**src/rtl/imm_gen_stage_if.sv**
```systemverilog
// rtl/imm_gen_stage_if.sv - handshake bundle between fetch, imm_gen_stage and decode
interface imm_gen_stage_if #(
  parameter int XLEN  = 32,
  parameter int TAG_W = 32,
  parameter int CNT_W = 16
) ();
  logic             flush_i;
  logic             in_valid_i;
  logic             in_ready_o;
  logic [31:0]      instr_i;
  logic [TAG_W-1:0] tag_i;
  logic             out_valid_o;
  logic             out_ready_i;
  logic [31:0]      instr_o;
  logic [TAG_W-1:0] tag_o;
  logic [XLEN-1:0]  imm_o;
  logic [2:0]       fmt_o;
  logic             illegal_o;
  logic [CNT_W-1:0] illegal_cnt_o;

  modport master (
    output flush_i, in_valid_i, instr_i, tag_i, out_ready_i,
    input  in_ready_o, out_valid_o, instr_o, tag_o, imm_o, fmt_o, illegal_o, illegal_cnt_o
  );

  modport slave (
    input  flush_i, in_valid_i, instr_i, tag_i, out_ready_i,
    output in_ready_o, out_valid_o, instr_o, tag_o, imm_o, fmt_o, illegal_o, illegal_cnt_o
  );
endinterface

```
**src/rtl/imm_gen_stage.sv**
```systemverilog
// rtl/imm_gen_stage.sv - immediate classification/generation with main+skid buffering
module imm_gen_stage #(
  parameter int XLEN  = 32,
  parameter int TAG_W = 32,
  parameter int CNT_W = 16
) (
  input logic            clk_i,
  input logic            rst_i,
  imm_gen_stage_if.slave bus
);
  typedef enum logic [2:0] {
    FMT_I    = 3'd0,
    FMT_SH   = 3'd1,
    FMT_S    = 3'd2,
    FMT_B    = 3'd3,
    FMT_U    = 3'd4,
    FMT_J    = 3'd5,
    FMT_NONE = 3'd6,
    FMT_ILL  = 3'd7
  } fmt_e;

  logic [31:0]     w;
  logic [6:0]      opcode;
  logic [2:0]      f3;
  logic            sh_ok;
  fmt_e            new_fmt;
  logic [31:0]     imm32;
  logic [XLEN-1:0] new_imm;

  always_comb begin
    w      = bus.instr_i;
    opcode = w[6:0];
    f3     = w[14:12];
    if (XLEN == 64) begin
      sh_ok = (w[31:26] == 6'b000000) || ((w[31:26] == 6'b010000) && (f3 == 3'b101));
    end else begin
      sh_ok = (w[31:25] == 7'b0000000) || ((w[31:25] == 7'b0100000) && (f3 == 3'b101));
    end

    new_fmt = FMT_ILL;
    case (opcode)
      7'b0010011: begin
        if (f3 == 3'b001 || f3 == 3'b101) new_fmt = sh_ok ? FMT_SH : FMT_ILL;
        else                              new_fmt = FMT_I;
      end
      7'b0000011: new_fmt = FMT_I;
      7'b1100111: new_fmt = (f3 == 3'b000) ? FMT_I : FMT_ILL;
      7'b0100011: new_fmt = FMT_S;
      7'b1100011: new_fmt = FMT_B;
      7'b0110111,
      7'b0010111: new_fmt = FMT_U;
      7'b1101111: new_fmt = FMT_J;
      7'b0110011: new_fmt = FMT_NONE;
      default:    new_fmt = FMT_ILL;
    endcase

    // Every format fits a 32-bit signed value; widen once at the end.
    imm32 = 32'd0;
    case (new_fmt)
      FMT_I:   imm32 = {{20{w[31]}}, w[31:20]};
      FMT_SH:  imm32 = (XLEN == 64) ? {26'd0, w[25:20]} : {27'd0, w[24:20]};
      FMT_S:   imm32 = {{20{w[31]}}, w[31:25], w[11:7]};
      FMT_B:   imm32 = {{19{w[31]}}, w[31], w[7], w[30:25], w[11:8], 1'b0};
      FMT_U:   imm32 = {w[31:12], 12'd0};
      FMT_J:   imm32 = {{11{w[31]}}, w[31], w[19:12], w[20], w[30:21], 1'b0};
      default: imm32 = 32'd0;
    endcase
    new_imm = XLEN'($signed(imm32));
  end

  logic             main_valid, skid_valid;
  logic [31:0]      main_instr, skid_instr;
  logic [TAG_W-1:0] main_tag, skid_tag;
  logic [XLEN-1:0]  main_imm, skid_imm;
  logic [2:0]       main_fmt, skid_fmt;
  logic [CNT_W-1:0] cnt;
  logic             accept, out_hs, main_free;

  assign accept    = bus.in_valid_i && !skid_valid && !bus.flush_i;
  assign out_hs    = main_valid && bus.out_ready_i;
  assign main_free = !main_valid || out_hs;

  always_ff @(posedge clk_i) begin
    if (rst_i) begin
      main_valid <= 1'b0;
      skid_valid <= 1'b0;
      main_instr <= '0;
      main_tag   <= '0;
      main_imm   <= '0;
      main_fmt   <= '0;
      skid_instr <= '0;
      skid_tag   <= '0;
      skid_imm   <= '0;
      skid_fmt   <= '0;
      cnt        <= '0;
    end else begin
      // A delivery during a flush still counts toward the illegal total.
      if (out_hs && (main_fmt == FMT_ILL) && (cnt != {CNT_W{1'b1}})) begin
        cnt <= cnt + 1'b1;
      end
      if (bus.flush_i) begin
        main_valid <= 1'b0;
        skid_valid <= 1'b0;
      end else if (out_hs && skid_valid) begin
        main_instr <= skid_instr;
        main_tag   <= skid_tag;
        main_imm   <= skid_imm;
        main_fmt   <= skid_fmt;
        skid_valid <= 1'b0;
      end else if (accept && main_free) begin
        main_valid <= 1'b1;
        main_instr <= bus.instr_i;
        main_tag   <= bus.tag_i;
        main_imm   <= new_imm;
        main_fmt   <= new_fmt;
      end else if (accept) begin
        skid_valid <= 1'b1;
        skid_instr <= bus.instr_i;
        skid_tag   <= bus.tag_i;
        skid_imm   <= new_imm;
        skid_fmt   <= new_fmt;
      end else if (out_hs) begin
        main_valid <= 1'b0;
      end
    end
  end

  assign bus.in_ready_o    = !skid_valid;
  assign bus.out_valid_o   = main_valid;
  assign bus.instr_o       = main_instr;
  assign bus.tag_o         = main_tag;
  assign bus.imm_o         = main_imm;
  assign bus.fmt_o         = main_fmt;
  assign bus.illegal_o     = (main_fmt == FMT_ILL);
  assign bus.illegal_cnt_o = cnt;
endmodule
```
**src/flat_wrapper.sv**
```systemverilog
// flat-port wrapper written by rule: the top's interface ports become plain ports
module imm_gen_stage_flat 
#(
  parameter int XLEN  = 32,
  parameter int TAG_W = 32,
  parameter int CNT_W = 16
)
  (clk_i, rst_i, bus_flush_i, bus_in_valid_i, bus_instr_i, bus_tag_i, bus_out_ready_i, bus_in_ready_o, bus_out_valid_o, bus_instr_o, bus_tag_o, bus_imm_o, bus_fmt_o, bus_illegal_o, bus_illegal_cnt_o);
  imm_gen_stage_if #(.XLEN(XLEN), .TAG_W(TAG_W), .CNT_W(CNT_W)) bus_i ();
  input logic clk_i;
  input logic rst_i;
  input wire logic [$bits(bus_i.flush_i)-1:0] bus_flush_i;
  input wire logic [$bits(bus_i.in_valid_i)-1:0] bus_in_valid_i;
  input wire logic [$bits(bus_i.instr_i)-1:0] bus_instr_i;
  input wire logic [$bits(bus_i.tag_i)-1:0] bus_tag_i;
  input wire logic [$bits(bus_i.out_ready_i)-1:0] bus_out_ready_i;
  output wire logic [$bits(bus_i.in_ready_o)-1:0] bus_in_ready_o;
  output wire logic [$bits(bus_i.out_valid_o)-1:0] bus_out_valid_o;
  output wire logic [$bits(bus_i.instr_o)-1:0] bus_instr_o;
  output wire logic [$bits(bus_i.tag_o)-1:0] bus_tag_o;
  output wire logic [$bits(bus_i.imm_o)-1:0] bus_imm_o;
  output wire logic [$bits(bus_i.fmt_o)-1:0] bus_fmt_o;
  output wire logic [$bits(bus_i.illegal_o)-1:0] bus_illegal_o;
  output wire logic [$bits(bus_i.illegal_cnt_o)-1:0] bus_illegal_cnt_o;
  assign bus_i.flush_i = bus_flush_i;
  assign bus_i.in_valid_i = bus_in_valid_i;
  assign bus_i.instr_i = bus_instr_i;
  assign bus_i.tag_i = bus_tag_i;
  assign bus_i.out_ready_i = bus_out_ready_i;
  assign bus_in_ready_o = bus_i.in_ready_o;
  assign bus_out_valid_o = bus_i.out_valid_o;
  assign bus_instr_o = bus_i.instr_o;
  assign bus_tag_o = bus_i.tag_o;
  assign bus_imm_o = bus_i.imm_o;
  assign bus_fmt_o = bus_i.fmt_o;
  assign bus_illegal_o = bus_i.illegal_o;
  assign bus_illegal_cnt_o = bus_i.illegal_cnt_o;
  imm_gen_stage #(.XLEN(XLEN), .TAG_W(TAG_W), .CNT_W(CNT_W)) u_core (.clk_i(clk_i), .rst_i(rst_i), .bus(bus_i));
endmodule
```
**config.mk**
```make
export PLATFORM = sky130hd
export DESIGN_NAME = imm_gen_stage_flat
export DESIGN_NICKNAME = d
export VERILOG_FILES = /design/src/rtl/imm_gen_stage_if.sv /design/src/rtl/imm_gen_stage.sv /design/src/flat_wrapper.sv
export SDC_FILE = /design/constraint.sdc
export NUM_CORES = 1
export LEC_CHECK = 0
export BUFFER_PORTS_ARGS = -buffer_cell sky130_fd_sc_hd__buf_4
export CORE_UTILIZATION = 50
export DETAILED_ROUTE_END_ITERATION = 6
export PLACE_DENSITY = 0.82
export SLEW_MARGIN = 10
export SYNTH_ARGS = -nofsm -noshare
export SYNTH_HDL_FRONTEND = slang
export SYNTH_SLANG_ARGS = --single-unit
```
**constraint.sdc**
```tcl
create_clock -name clk_i -period 5.65 [get_ports clk_i]
set_clock_uncertainty 0.1 [all_clocks]
set_input_delay 0.2825 -clock clk_i [delete_from_list [all_inputs] [get_ports clk_i]]
set_output_delay 0.2825 -clock clk_i [all_outputs]
set_load 0.02 [all_outputs]
```
==> reports/metrics.csv <==
metric,value,unit
Post-Route WL,26200,um
worst setup path class,input port to register,
origin of the worst setup path,bus_instr_i[25],
distinct cell type count after synthesis,54,
capturing instance or port of the critical path,u_core.bus.imm_o[4],
number of max-cap violations,0,
cell depth of the worst setup path,8,
fraction of layout instances using a drive strength above 1,18.4,%
final estimated routing congestion in global placement,0.926,
static leakage,4.39,nW
end of the worst register-to-register path,u_core.bus.imm_o[27],
"top cells by count, synth","sky130_fd_sc_hd__dfxtp_1 (216), sky130_fd_sc_hd__a21oi_1 (203), sky130_fd_sc_hd__nand2_1 (177)",
R2R depth,6,
pins over their slew limit,0,
number of nets in the layout,1408,
count of buffering cells on the critical path with inverters included,2,
final critical path time including I/O delays and setup,3.04,ns
post-route design area,11900,sq um
via count,9252,
netlist area before placement,9140,sq um
number of antenna violations at the first check in global routing,0,
number of buffer cells added on primary ports,186,
I/O pin count,187,
height of the die,137,um
ordered list of cells on the worst path,dlygate4sd3_1 -> buf_4 -> or4_4 -> a2111oi_4 -> o211ai_1 -> nor2_1 -> a22oi_1 -> a221oi_1,
core box area,18000,sq um
half-perimeter wire length of the detailed placement result,14800,um
detail-routed net length per standard cell,16.6,um
Worst Hold Class,input port to register,
total negative setup slack,0,ns
Final Hold Viols,0,
Clock Path Buffers,3,
endpoint class of the critical path,register,
Worst-Margin Slew,1.18,ns
number of nets produced by synthesis,1234,
final antenna-violating net count,0,
"Seq/Total Area, Yosys",47.3,%
unrepaired setup endpoints after global routing,false,
clock sinks,216,
post-synth top area share,47.3,%
Main synth FF type,sky130_fd_sc_hd__dfxtp_1,
final hold slack,0.00882,ns
Critical Path Max Stage Delay,0.54,ns
power density relative to cell area,293,nW/um^2
Ys Warns,0,
Finish-stage setup viols,0,
largest vdd supply drop,0.000235,V
DRC violation total after the first TritonRoute iteration,1054,
cell with the most instances after synthesis,sky130_fd_sc_hd__dfxtp_1,
Die Outline Area,18800,sq um
worst setup timing slack at the placement stage,2.67,ns
Post-synth EDFFs,0,
standard cell area after detailed placement,10500,sq um
clock latency of the later-clocked register in the worst-skew pair,0.50,ns
count of filler cells inserted in the layout,1447,
top post-synthesis cells by area,"sky130_fd_sc_hd__dfxtp_1 (47%), sky130_fd_sc_hd__a21oi_1 (11%), sky130_fd_sc_hd__a211oi_1 (7.6%)",
TritonRoute pass-1 iters,5,
Synth area leader,sky130_fd_sc_hd__dfxtp_1,
standard-cell row count,49,
Critical Path AT,3.34,ns
CTS Buf Count,23,
residual DRC count,0,
worst reg2reg setup slack,2.79,ns
worst-path fanout max,11,
# H-tree levels,1,
cell count after synthesis,1164,
dominant delay contributor by cell family on the critical path,compound AO/OA/AOI/OAI gates,
global-route wire length before repair,41400,um
kind of start point of the critical path,input port,
Clock Pin Slew Worst Setup and Hold Paths,0.06,ns
origin of the critical flop-to-flop path,u_core.bus.out_valid_o,
vias per cell,5.85,
all-layer global routing usage,27.0,%
highest achievable clock rate,0.329,GHz
clock tree from TritonCTS,built,
total chip power,3.47,mW
"Slowest-stage cell, CP",sky130_fd_sc_hd__dlygate4sd3_1,
worst max-slew margin expressed relative to the limit,20.3,%
number of buffers added for setup after CTS,0,
pin count of the biggest net entering global routing,114,
number of antenna diodes,0,
required time of the critical path,5.95,ns
width of the chip,137,um
number of flip-flops and latches in the synthesized netlist,216,
run status,finished clean,
vias in the first global route,8156,
clock tree root buffer cell,sky130_fd_sc_hd__clkbuf_16,
residual overflow from global routing,0,
Layout area overhead,29.9,%
initial cell density of the core,50.9,%
Post-synth ARST share,0,%
average cell area after synthesis,7.85,sq um
worst-case setup margin in the final layout,2.61,ns
final worst path period share,53.8,%
==> kinds of logic after synthesis <==
| kind of cell | share of synthesized area (%) |
|---|---|
| buffers and inverters | 4.68 |
| xor gates and xnor gates | 1.05 |
| and+or+nand+nor | 21.7 |
| adders and majority gates | 0.137 |
| muxes | 0.356 |
| DFF | 47.3 |
| AOI/OAI and AO/OA | 24.8 |
==> placed cells by master (no fill, tap or decap), drive strengths merged, types with 29 or more instances in the layout <==
| master | instances |
|---|---|
| nor2 | 129 |
| nand2 | 177 |
| buf | 193 |
| dlygate4sd3 | 60 |
| a211oi | 96 |
| dfxtp | 216 |
| nand3 | 80 |
| a21oi | 203 |
| clkbuf | 29 |
==> registers in the layout, summed over array words and instances (netlist names), 16 cells and up <==
name	cells
u_core.skid_tag	32
u_core.bus.imm_o	32
u_core.skid_instr	32
u_core.skid_imm	32
u_core.bus.instr_o	32
u_core.bus.tag_o	32
u_core.bus.illegal_cnt_o	16
==> worst register-to-register path, cell delays in order, from the launching register on <==
cell and delay, ns:
sky130_fd_sc_hd__dfxtp_1 0.51, sky130_fd_sc_hd__nand2_1 0.29, sky130_fd_sc_hd__a211o_4 0.76, sky130_fd_sc_hd__nor2_1 0.65, sky130_fd_sc_hd__o21ai_0 0.23, sky130_fd_sc_hd__a21oi_1 0.16, sky130_fd_sc_hd__a21o_1 0.10
==> metrics by stage <==
stage / std cells / utilization (%)
finish: 1582 / 66.1
global route: 1582 / 66.1
CTS: 1582 / 66.1
detailed placement: 1482 / 58.7
global placement: 1482 / 58.7
floorplan: 1164 / -
==> power breakdown <==
part,internal [mW],leakage (nW),switching (mW)
logic,0.167,2.26,0.225
clock network,0.875,0.372,0.606
registers,1.57,1.76,0.0295
==> worst min path at each step <==
stage	from	to	slack, ns	depth (start not counted)
2_1_floorplan	bus_flush_i	u_core.bus.out_valid_o	0.26	1
3_3_place_gp	u_core.skid_imm[14]	u_core.skid_imm[14]	0.34	2
3_5_place_dp	u_core.skid_imm[14]	u_core.skid_imm[14]	0.34	2
4_1_cts	bus_instr_i[31]	u_core.skid_instr[31]	0.001	3
5_1_grt	bus_instr_i[31]	u_core.skid_instr[31]	0.02	3
6_report	bus_instr_i[3]	u_core.skid_instr[3]	0.009	3
==> timing repair <==
action	4_1_cts	5_1_grt
hold endpoints to repair	68	0
hold buffers	60	0
resized for setup	0	0
==> final cells by class <==
type	count	area [sq um]	share of cell area (%)
multi-input combinational	836	4440	37.4
clock buffer	29	628	5.29
inverter	8	30.0	0.253
sequential	216	4320	36.4
clock inverter	11	105	0.885
timing repair buffer	253	2050	17.3
tap	229	287	2.41
==> routing by layer <==
layer / up-vias / global-route usage (%) / routed length (um)
met1: 4347 / 36.5 / 11100
met2: 392 / 43.8 / 12500
met3: 64 / 3.86 / 1730
met5: - / 0 / 0
li1: 4449 / - / -
met4: 0 / 10.1 / 862
(Power assumes the default switching activity.)
